$ cat config.mk
export PLATFORM = sky130hd
export DESIGN_NAME = pe_array_tile_sequencer_flat
export DESIGN_NICKNAME = d
export VERILOG_FILES = /design/src/rtl/pe_array_tile_sequencer_if.sv /design/src/rtl/pe_array_tile_sequencer.sv /design/src/flat_wrapper.sv
export SDC_FILE = /design/constraint.sdc
export NUM_CORES = 1
export LEC_CHECK = 0
export CORE_MARGIN = 2
export CORE_UTILIZATION = 31
export CTS_CLUSTER_SIZE = 25
export DETAILED_ROUTE_END_ITERATION = 10
export HOLD_SLACK_MARGIN = 0.02
export PLACE_DENSITY = 0.59
export SLEW_MARGIN = 40
export SYNTH_ARGS = -nofsm -noshare
export SYNTH_HDL_FRONTEND = slang
export SYNTH_SLANG_ARGS = --single-unit
$ cat constraint.sdc
create_clock -name clk -period 6.1 [get_ports clk]
set_input_delay 0.61 -clock clk [delete_from_list [all_inputs] [get_ports clk]]
set_output_delay 0.61 -clock clk [all_outputs]
set_load 0.05 [all_outputs]
$ cat src/rtl/pe_array_tile_sequencer_if.sv
// Host and datapath control bundle for the PE array tile sequencer.
// The sequencer takes the slave view; host/bench takes the master view.
interface pe_array_tile_sequencer_if #(
  parameter int nb_taps                = 11,
  parameter int width_current_tap      = 4,
  parameter int act_buff_addr_width    = 10,
  parameter int weight_buff_addr_width = 7,
  parameter int obf_addr_width         = 13
);
  logic                              start;
  logic                              stall;
  logic [3:0]                        cfg_n_ap;
  logic [act_buff_addr_width-1:0]    cfg_nb_act;
  logic [act_buff_addr_width-1:0]    cfg_act_base;
  logic [weight_buff_addr_width-1:0] cfg_w_base;
  logic [obf_addr_width-1:0]         cfg_obf_base;
  logic                              busy;
  logic                              done;
  logic                              weight_buff_rEn;
  logic [weight_buff_addr_width-1:0] weight_buff_rAddr;
  logic [nb_taps-1:0]                weight_load_en;
  logic                              act_buff_rEn;
  logic [act_buff_addr_width-1:0]    act_buff_rAddr;
  logic [2:0]                        PAMAC_BPEB_sel;
  logic                              PAMAC_DFF_en;
  logic                              PAMAC_first_cycle;
  logic [width_current_tap-1:0]      current_tap;
  logic                              out_reg_en;
  logic                              obf_wEn;
  logic [obf_addr_width-1:0]         obf_wAddr;

  modport master (
    output start, stall, cfg_n_ap, cfg_nb_act,
    output cfg_act_base, cfg_w_base, cfg_obf_base,
    input  busy, done,
    input  weight_buff_rEn, weight_buff_rAddr, weight_load_en,
    input  act_buff_rEn, act_buff_rAddr,
    input  PAMAC_BPEB_sel, PAMAC_DFF_en, PAMAC_first_cycle,
    input  current_tap, out_reg_en, obf_wEn, obf_wAddr
  );

  modport slave (
    input  start, stall, cfg_n_ap, cfg_nb_act,
    input  cfg_act_base, cfg_w_base, cfg_obf_base,
    output busy, done,
    output weight_buff_rEn, weight_buff_rAddr, weight_load_en,
    output act_buff_rEn, act_buff_rAddr,
    output PAMAC_BPEB_sel, PAMAC_DFF_en, PAMAC_first_cycle,
    output current_tap, out_reg_en, obf_wEn, obf_wAddr
  );
endinterface

$ cat src/rtl/pe_array_tile_sequencer.sv
// Tile sequencer: weight load, then per activation read/compute/writeback.
// Outputs are registered decodes of the next state and counters.
module pe_array_tile_sequencer #(
  parameter int nb_taps                = 11,
  parameter int width_current_tap      = 4,
  parameter int act_buff_addr_width    = 10,
  parameter int weight_buff_addr_width = 7,
  parameter int obf_addr_width         = 13
) (
  input logic clk,
  input logic rst,
  pe_array_tile_sequencer_if.slave bus
);

  localparam int NB = nb_taps;
  localparam int TW = width_current_tap;
  localparam int AW = act_buff_addr_width;
  localparam int WW = weight_buff_addr_width;
  localparam int OW = obf_addr_width;
  localparam int KW = $clog2(nb_taps + 1);

  typedef enum logic [2:0] {
    IDLE, WLOAD, ACT_RD, COMPUTE, WB, DONE
  } state_e;

  state_e state_q, state_d;
  logic [KW-1:0] k_q, k_d;
  logic [2:0]    b_q, b_d;
  logic [AW-1:0] idx_q, idx_d;
  logic [TW-1:0] tap_q, tap_d;
  logic [3:0]    n_ap_q, n_ap_d;
  logic [AW-1:0] nb_act_q, nb_act_d;
  logic [AW-1:0] act_base_q, act_base_d;
  logic [WW-1:0] w_base_q, w_base_d;
  logic [OW-1:0] obf_base_q, obf_base_d;

  logic          busy_q, busy_d;
  logic          done_q, done_d;
  logic          w_ren_q, w_ren_d;
  logic [WW-1:0] w_addr_q, w_addr_d;
  logic [NB-1:0] wl_en_q, wl_en_d;
  logic          a_ren_q, a_ren_d;
  logic [AW-1:0] a_addr_q, a_addr_d;
  logic [2:0]    sel_q, sel_d;
  logic          dff_en_q, dff_en_d;
  logic          first_q, first_d;
  logic [TW-1:0] tap_out_q, tap_out_d;
  logic          oreg_q, oreg_d;
  logic          o_wen_q, o_wen_d;
  logic [OW-1:0] o_addr_q, o_addr_d;

  logic       freeze;
  logic [3:0] n_ap_eff;

  assign freeze = bus.stall && (state_q != IDLE);

  always_comb begin
    n_ap_eff = bus.cfg_n_ap;
    if (bus.cfg_n_ap == 4'd0)
      n_ap_eff = 4'd1;
    else if (bus.cfg_n_ap > 4'd8)
      n_ap_eff = 4'd8;
  end

  always_comb begin
    state_d    = state_q;
    k_d        = k_q;
    b_d        = b_q;
    idx_d      = idx_q;
    tap_d      = tap_q;
    n_ap_d     = n_ap_q;
    nb_act_d   = nb_act_q;
    act_base_d = act_base_q;
    w_base_d   = w_base_q;
    obf_base_d = obf_base_q;
    if (!freeze) begin
      unique case (state_q)
        IDLE: begin
          if (bus.start) begin
            n_ap_d     = n_ap_eff;
            nb_act_d   = bus.cfg_nb_act;
            act_base_d = bus.cfg_act_base;
            w_base_d   = bus.cfg_w_base;
            obf_base_d = bus.cfg_obf_base;
            k_d        = '0;
            b_d        = '0;
            idx_d      = '0;
            tap_d      = '0;
            state_d    = WLOAD;
          end
        end
        WLOAD: begin
          if (k_q == KW'(nb_taps)) begin
            idx_d   = '0;
            tap_d   = '0;
            state_d = (nb_act_q == '0) ? DONE : ACT_RD;
          end else begin
            k_d = k_q + KW'(1);
          end
        end
        ACT_RD: begin
          b_d     = '0;
          state_d = COMPUTE;
        end
        COMPUTE: begin
          if (b_q == 3'(n_ap_q - 4'd1))
            state_d = WB;
          else
            b_d = b_q + 3'd1;
        end
        WB: begin
          idx_d = idx_q + AW'(1);
          // Modulo counter instead of a divider on idx
          if (tap_q == TW'(nb_taps - 1))
            tap_d = '0;
          else
            tap_d = tap_q + TW'(1);
          if (idx_q + AW'(1) == nb_act_q)
            state_d = DONE;
          else
            state_d = ACT_RD;
        end
        DONE:    state_d = IDLE;
        default: state_d = IDLE;
      endcase
    end
  end

  always_comb begin
    busy_d    = (state_d != IDLE);
    done_d    = (state_d == DONE) && !freeze;
    w_ren_d   = 1'b0;
    w_addr_d  = w_addr_q;
    wl_en_d   = '0;
    a_ren_d   = 1'b0;
    a_addr_d  = a_addr_q;
    sel_d     = sel_q;
    dff_en_d  = 1'b0;
    first_d   = 1'b0;
    tap_out_d = '0;
    oreg_d    = 1'b0;
    o_wen_d   = 1'b0;
    o_addr_d  = o_addr_q;
    if (freeze) begin
      tap_out_d = tap_out_q;
    end else begin
      unique case (state_d)
        WLOAD: begin
          if (k_d < KW'(nb_taps)) begin
            w_ren_d  = 1'b1;
            w_addr_d = w_base_d + WW'(k_d);
          end
          // Tap k-1 latches the word read one cycle earlier
          if (k_d != '0)
            wl_en_d = NB'(1) << (k_d - KW'(1));
        end
        ACT_RD: begin
          a_ren_d   = 1'b1;
          a_addr_d  = act_base_d + idx_d;
          tap_out_d = tap_d;
        end
        COMPUTE: begin
          sel_d     = b_d;
          dff_en_d  = 1'b1;
          first_d   = (b_d == 3'd0);
          tap_out_d = tap_d;
        end
        WB: begin
          oreg_d    = 1'b1;
          o_wen_d   = 1'b1;
          o_addr_d  = obf_base_d + OW'(idx_d);
          tap_out_d = tap_d;
        end
        default: ;
      endcase
    end
  end

  always_ff @(posedge clk or posedge rst) begin
    if (rst) begin
      state_q    <= IDLE;
      k_q        <= '0;
      b_q        <= '0;
      idx_q      <= '0;
      tap_q      <= '0;
      n_ap_q     <= '0;
      nb_act_q   <= '0;
      act_base_q <= '0;
      w_base_q   <= '0;
      obf_base_q <= '0;
      busy_q     <= 1'b0;
      done_q     <= 1'b0;
      w_ren_q    <= 1'b0;
      w_addr_q   <= '0;
      wl_en_q    <= '0;
      a_ren_q    <= 1'b0;
      a_addr_q   <= '0;
      sel_q      <= '0;
      dff_en_q   <= 1'b0;
      first_q    <= 1'b0;
      tap_out_q  <= '0;
      oreg_q     <= 1'b0;
      o_wen_q    <= 1'b0;
      o_addr_q   <= '0;
    end else begin
      state_q    <= state_d;
      k_q        <= k_d;
      b_q        <= b_d;
      idx_q      <= idx_d;
      tap_q      <= tap_d;
      n_ap_q     <= n_ap_d;
      nb_act_q   <= nb_act_d;
      act_base_q <= act_base_d;
      w_base_q   <= w_base_d;
      obf_base_q <= obf_base_d;
      busy_q     <= busy_d;
      done_q     <= done_d;
      w_ren_q    <= w_ren_d;
      w_addr_q   <= w_addr_d;
      wl_en_q    <= wl_en_d;
      a_ren_q    <= a_ren_d;
      a_addr_q   <= a_addr_d;
      sel_q      <= sel_d;
      dff_en_q   <= dff_en_d;
      first_q    <= first_d;
      tap_out_q  <= tap_out_d;
      oreg_q     <= oreg_d;
      o_wen_q    <= o_wen_d;
      o_addr_q   <= o_addr_d;
    end
  end

  assign bus.busy              = busy_q;
  assign bus.done              = done_q;
  assign bus.weight_buff_rEn   = w_ren_q;
  assign bus.weight_buff_rAddr = w_addr_q;
  assign bus.weight_load_en    = wl_en_q;
  assign bus.act_buff_rEn      = a_ren_q;
  assign bus.act_buff_rAddr    = a_addr_q;
  assign bus.PAMAC_BPEB_sel    = sel_q;
  assign bus.PAMAC_DFF_en      = dff_en_q;
  assign bus.PAMAC_first_cycle = first_q;
  assign bus.current_tap       = tap_out_q;
  assign bus.out_reg_en        = oreg_q;
  assign bus.obf_wEn           = o_wen_q;
  assign bus.obf_wAddr         = o_addr_q;

endmodule

$ cat src/flat_wrapper.sv
// flat-port wrapper written by rule: the top's interface ports become plain ports
module pe_array_tile_sequencer_flat 
#(
  parameter int nb_taps                = 11,
  parameter int width_current_tap      = 4,
  parameter int act_buff_addr_width    = 10,
  parameter int weight_buff_addr_width = 7,
  parameter int obf_addr_width         = 13
)
  (clk, rst, bus_start, bus_stall, bus_cfg_n_ap, bus_cfg_nb_act, bus_cfg_act_base, bus_cfg_w_base, bus_cfg_obf_base, bus_busy, bus_done, bus_weight_buff_rEn, bus_weight_buff_rAddr, bus_weight_load_en, bus_act_buff_rEn, bus_act_buff_rAddr, bus_PAMAC_BPEB_sel, bus_PAMAC_DFF_en, bus_PAMAC_first_cycle, bus_current_tap, bus_out_reg_en, bus_obf_wEn, bus_obf_wAddr);
  pe_array_tile_sequencer_if #(.nb_taps(nb_taps), .width_current_tap(width_current_tap), .act_buff_addr_width(act_buff_addr_width), .weight_buff_addr_width(weight_buff_addr_width), .obf_addr_width(obf_addr_width)) bus_i ();
  input logic clk;
  input logic rst;
  input wire logic [$bits(bus_i.start)-1:0] bus_start;
  input wire logic [$bits(bus_i.stall)-1:0] bus_stall;
  input wire logic [$bits(bus_i.cfg_n_ap)-1:0] bus_cfg_n_ap;
  input wire logic [$bits(bus_i.cfg_nb_act)-1:0] bus_cfg_nb_act;
  input wire logic [$bits(bus_i.cfg_act_base)-1:0] bus_cfg_act_base;
  input wire logic [$bits(bus_i.cfg_w_base)-1:0] bus_cfg_w_base;
  input wire logic [$bits(bus_i.cfg_obf_base)-1:0] bus_cfg_obf_base;
  output wire logic [$bits(bus_i.busy)-1:0] bus_busy;
  output wire logic [$bits(bus_i.done)-1:0] bus_done;
  output wire logic [$bits(bus_i.weight_buff_rEn)-1:0] bus_weight_buff_rEn;
  output wire logic [$bits(bus_i.weight_buff_rAddr)-1:0] bus_weight_buff_rAddr;
  output wire logic [$bits(bus_i.weight_load_en)-1:0] bus_weight_load_en;
  output wire logic [$bits(bus_i.act_buff_rEn)-1:0] bus_act_buff_rEn;
  output wire logic [$bits(bus_i.act_buff_rAddr)-1:0] bus_act_buff_rAddr;
  output wire logic [$bits(bus_i.PAMAC_BPEB_sel)-1:0] bus_PAMAC_BPEB_sel;
  output wire logic [$bits(bus_i.PAMAC_DFF_en)-1:0] bus_PAMAC_DFF_en;
  output wire logic [$bits(bus_i.PAMAC_first_cycle)-1:0] bus_PAMAC_first_cycle;
  output wire logic [$bits(bus_i.current_tap)-1:0] bus_current_tap;
  output wire logic [$bits(bus_i.out_reg_en)-1:0] bus_out_reg_en;
  output wire logic [$bits(bus_i.obf_wEn)-1:0] bus_obf_wEn;
  output wire logic [$bits(bus_i.obf_wAddr)-1:0] bus_obf_wAddr;
  assign bus_i.start = bus_start;
  assign bus_i.stall = bus_stall;
  assign bus_i.cfg_n_ap = bus_cfg_n_ap;
  assign bus_i.cfg_nb_act = bus_cfg_nb_act;
  assign bus_i.cfg_act_base = bus_cfg_act_base;
  assign bus_i.cfg_w_base = bus_cfg_w_base;
  assign bus_i.cfg_obf_base = bus_cfg_obf_base;
  assign bus_busy = bus_i.busy;
  assign bus_done = bus_i.done;
  assign bus_weight_buff_rEn = bus_i.weight_buff_rEn;
  assign bus_weight_buff_rAddr = bus_i.weight_buff_rAddr;
  assign bus_weight_load_en = bus_i.weight_load_en;
  assign bus_act_buff_rEn = bus_i.act_buff_rEn;
  assign bus_act_buff_rAddr = bus_i.act_buff_rAddr;
  assign bus_PAMAC_BPEB_sel = bus_i.PAMAC_BPEB_sel;
  assign bus_PAMAC_DFF_en = bus_i.PAMAC_DFF_en;
  assign bus_PAMAC_first_cycle = bus_i.PAMAC_first_cycle;
  assign bus_current_tap = bus_i.current_tap;
  assign bus_out_reg_en = bus_i.out_reg_en;
  assign bus_obf_wEn = bus_i.obf_wEn;
  assign bus_obf_wAddr = bus_i.obf_wAddr;
  pe_array_tile_sequencer #(.nb_taps(nb_taps), .width_current_tap(width_current_tap), .act_buff_addr_width(act_buff_addr_width), .weight_buff_addr_width(weight_buff_addr_width), .obf_addr_width(obf_addr_width)) u_core (.clk(clk), .rst(rst), .bus(bus_i));
endmodule
==> metrics.cfg <==
[run_status]
outcome = finished, final reports clean

[layout]
layout.nets = 802
final_layout_size_suffix_gt1_share_pct = 15.65
utilization_pct = 40.80
area_growth_pct = 30.15
fin_cells = 1010
fill_cells = 2066
antenna_cells = 0

[critical_path]
path_buf_inv = 2
crit_top_cell = o21ai_0
crit_slowest_cell = nor4b_1
critPathKind = primary input to flop
cp.required_ps = 6410
worstPathCellList = clkdlybuf4s50_1, nor4b_1, a211oi_1, buf_4, o21ai_0, o21ai_0, ha_1, nand2_1, o21ai_0, o211ai_1, a31oi_1, o21ai_0, xnor2_1, mux2_2
slowest_delay_ps = 700
end_kind = flop
start_kind = primary input
crit_family = compound AO/OA/AOI/OAI gates
arrival_ps = 4560
path_max_fanout = 14

[pwr]
peakVddDrop_v = 0.0002106
power_w = 0.004366
power_density_nw_per_um2 = 512.2
leakagePower_nw = 3.709

[floorplan]
die_y_um = 149.3
start_util_pct = 31.35
core_area_sq_um = 20890
dieWidth_um = 149.3
rows = 53
io_pins = 104
dieArea_sq_um = 22300

[logic_synthesis]
synth_cell_types = 62
yosysSeqAreaShare_pct = 46.62
synth_largest_area_cell = dfrtp_1
ys_ff_latch = 122
syn_nets = 691
syn_area_per_cell_sq_um = 10.72
synthArstFlopShare_pct = 100.0
ys.flop_type = dfrtp_1
synth_top_area_share_pct = 46.62
syn-instance-count = 611
yosys_warnings = 0
synth_area_sq_um = 6549
ys_top_cells_by_area = dfrtp_1, mux2_2, ha_1, o21ai_0, xnor2_1
synth-edff-count = 0

[min_path]
hold_path.class = primary input to asynchronous set/reset pin

[clock_network]
clkTransAtPathRegs_ps = 60
cts_tree = built
htree_levels = 4
cts_buffers = 17
cts_setup_buffers = 0
hold_buffers = 0
cts_resized = 0
clock_latency_ps = 430
clock-root-buffer = clkbuf_16
clock_sinks = 122
ctsLongestPathBuffers = 2

[global_route]
grt_max_degree = 68
grt_pass1_vias = 4938
antenna_found_initial = 0
grt_pass1_wl_mm = 25.82
grtUsageTotal_pct = 14.89
grt_overflow = 0

[route]
ant_nets = 0
routed_wl_mm = 15.74
vias = 4884
drtIter0Drc = 283
wl_per_cell_um = 15.58
vias_per_cell = 4.836
drc_errors = 0
drt_first_pass_iters = 5

[place]
gp_congestion = 0.8391
dp_cells = 977
port_buffers = 103
dpl.hpwl_mm = 11.41

[timing]
rsz0062_at_grt = false
setup_viol = 0
max_freq_mhz = 235.3
finalHoldViolCount = 0
fin_crit_sh_pct = 69.66
max_slew.worst_pin.slew_ps = 766.3
skew_ps = 15.85
finalSetupTns_ps = 0
slew_headroom_pct = 48.57
drv_slew = 0
period_needed_ps = 4249

[run]
cap_viol_max_count = 0

-- per-layer routing --
layer | wire, um | share of wire [%] | track usage (%) | up-vias
met4 | 150 | 0.95 | 4.810 | 0
met3 | 504 | 3.2 | 3.242 | 11
met5 | 0 | 0 | 0 | -
met2 | 7252 | 46 | 23.17 | 97
met1 | 7832 | 50 | 20.63 | 2359
li1 | - | - | - | 2417
-- worst paths after layout --
path | to | startpoint | slack [ps] | cells after the start
setup / recovery | u_core.bus.obf_wAddr[11] | bus_stall | 1850 | 14
min in group clk | u_core.bus.PAMAC_BPEB_sel[0] | u_core.bus.PAMAC_BPEB_sel[0] | 470 | 1
max in group asynchronous | u_core.bus.current_tap[1] | rst | 4800 | 3
setup reg to reg | u_core.bus.obf_wAddr[12] | u_core.state_q[1] | 2030 | 13
hold reg to reg | u_core.bus.PAMAC_BPEB_sel[0] | u_core.bus.PAMAC_BPEB_sel[0] | 470 | 1
hold / removal | u_core.act_base_q[4] | rst | 460 | 2
-- Yosys cell counts, types with 5 or more instances --
master,number
a21o_1,6
a21oi_1,22
a31oi_1,10
and3_1,6
clkbuf_1,11
dfrtp_1,122
ha_1,29
inv_1,39
mux2_2,53
mux2_4,6
mux2i_1,19
nand2_1,29
nand3_1,15
nand4_1,5
nor2_1,49
nor2b_1,7
nor3_1,20
o211ai_1,7
o21ai_0,44
xnor2_1,24
xor2_1,9
-- cell usage in the layout (no fill, tap or decap), drive strengths merged, types with 19 or more instances in the layout --
master,Yosys,layout
nor2,49,49
inv,39,42
nand2,29,29
mux2,59,59
xnor2,24,24
clkbuf,12,19
mux2i,19,19
clkdlybuf4s50,0,103
a21oi,23,23
ha,29,29
dfrtp,122,122
nor3,20,20
o21ai,45,45
-- logic make-up after synthesis --
group | count (synthesis) | share of synthesized area, %
AND/OR/NAND/NOR | 162 | 12.74
AO/OA/AOI/OAI | 125 | 12.34
flip-flops | 122 | 46.62
multiplexers | 78 | 13.39
buffers and inverters | 58 | 3.687
XOR/XNOR | 34 | 4.757
adder cells (fa/ha/maj) | 32 | 6.458
-- area by class of cell --
cell class                      count  area, sq um  share of cell area [%]
Inverter                           39        148.9                   1.747
Tap cell                          275        344.1                   4.037
Sequential cell                   122         3053                   35.82
Clock buffer                       19        452.9                   5.314
Multi-Input combinational cell    431         3274                   38.42
Clock inverter                     13        142.6                   1.674
Timing Repair Buffer              111         1107                   12.99
-- flip-flops by register name (all words and copies together), names as in the netlist, 10 cells and up --
signal / cells
u_core.act_base_q: 10
u_core.bus.act_buff_rAddr: 10
u_core.bus.obf_wAddr: 13
u_core.bus.weight_load_en: 11
u_core.idx_q: 10
u_core.nb_act_q: 10
u_core.obf_base_q: 13
-- stage by stage --
| stage | hold slack (ps) | cell area (sq um) | setup slack, ps |
|---|---|---|---|
| after floorplan | 476.0 | 6549 | 1928 |
| after global placement | 463.4 | 7896 | 1657 |
| after detailed placement | 468.4 | 7908 | 1471 |
| after CTS | 481.5 | 8503 | 1911 |
| after global routing | 483.8 | 8523 | 1436 |
| final | 457.6 | 8523 | 1851 |
-- power breakdown --
group | switching [W] | internal, W
logic | 0.00121 | 0.000855
clock network | 0.000383 | 0.000625
registers | 0.000195 | 0.00110
Note: power is estimated with default switching activity, not from simulation.
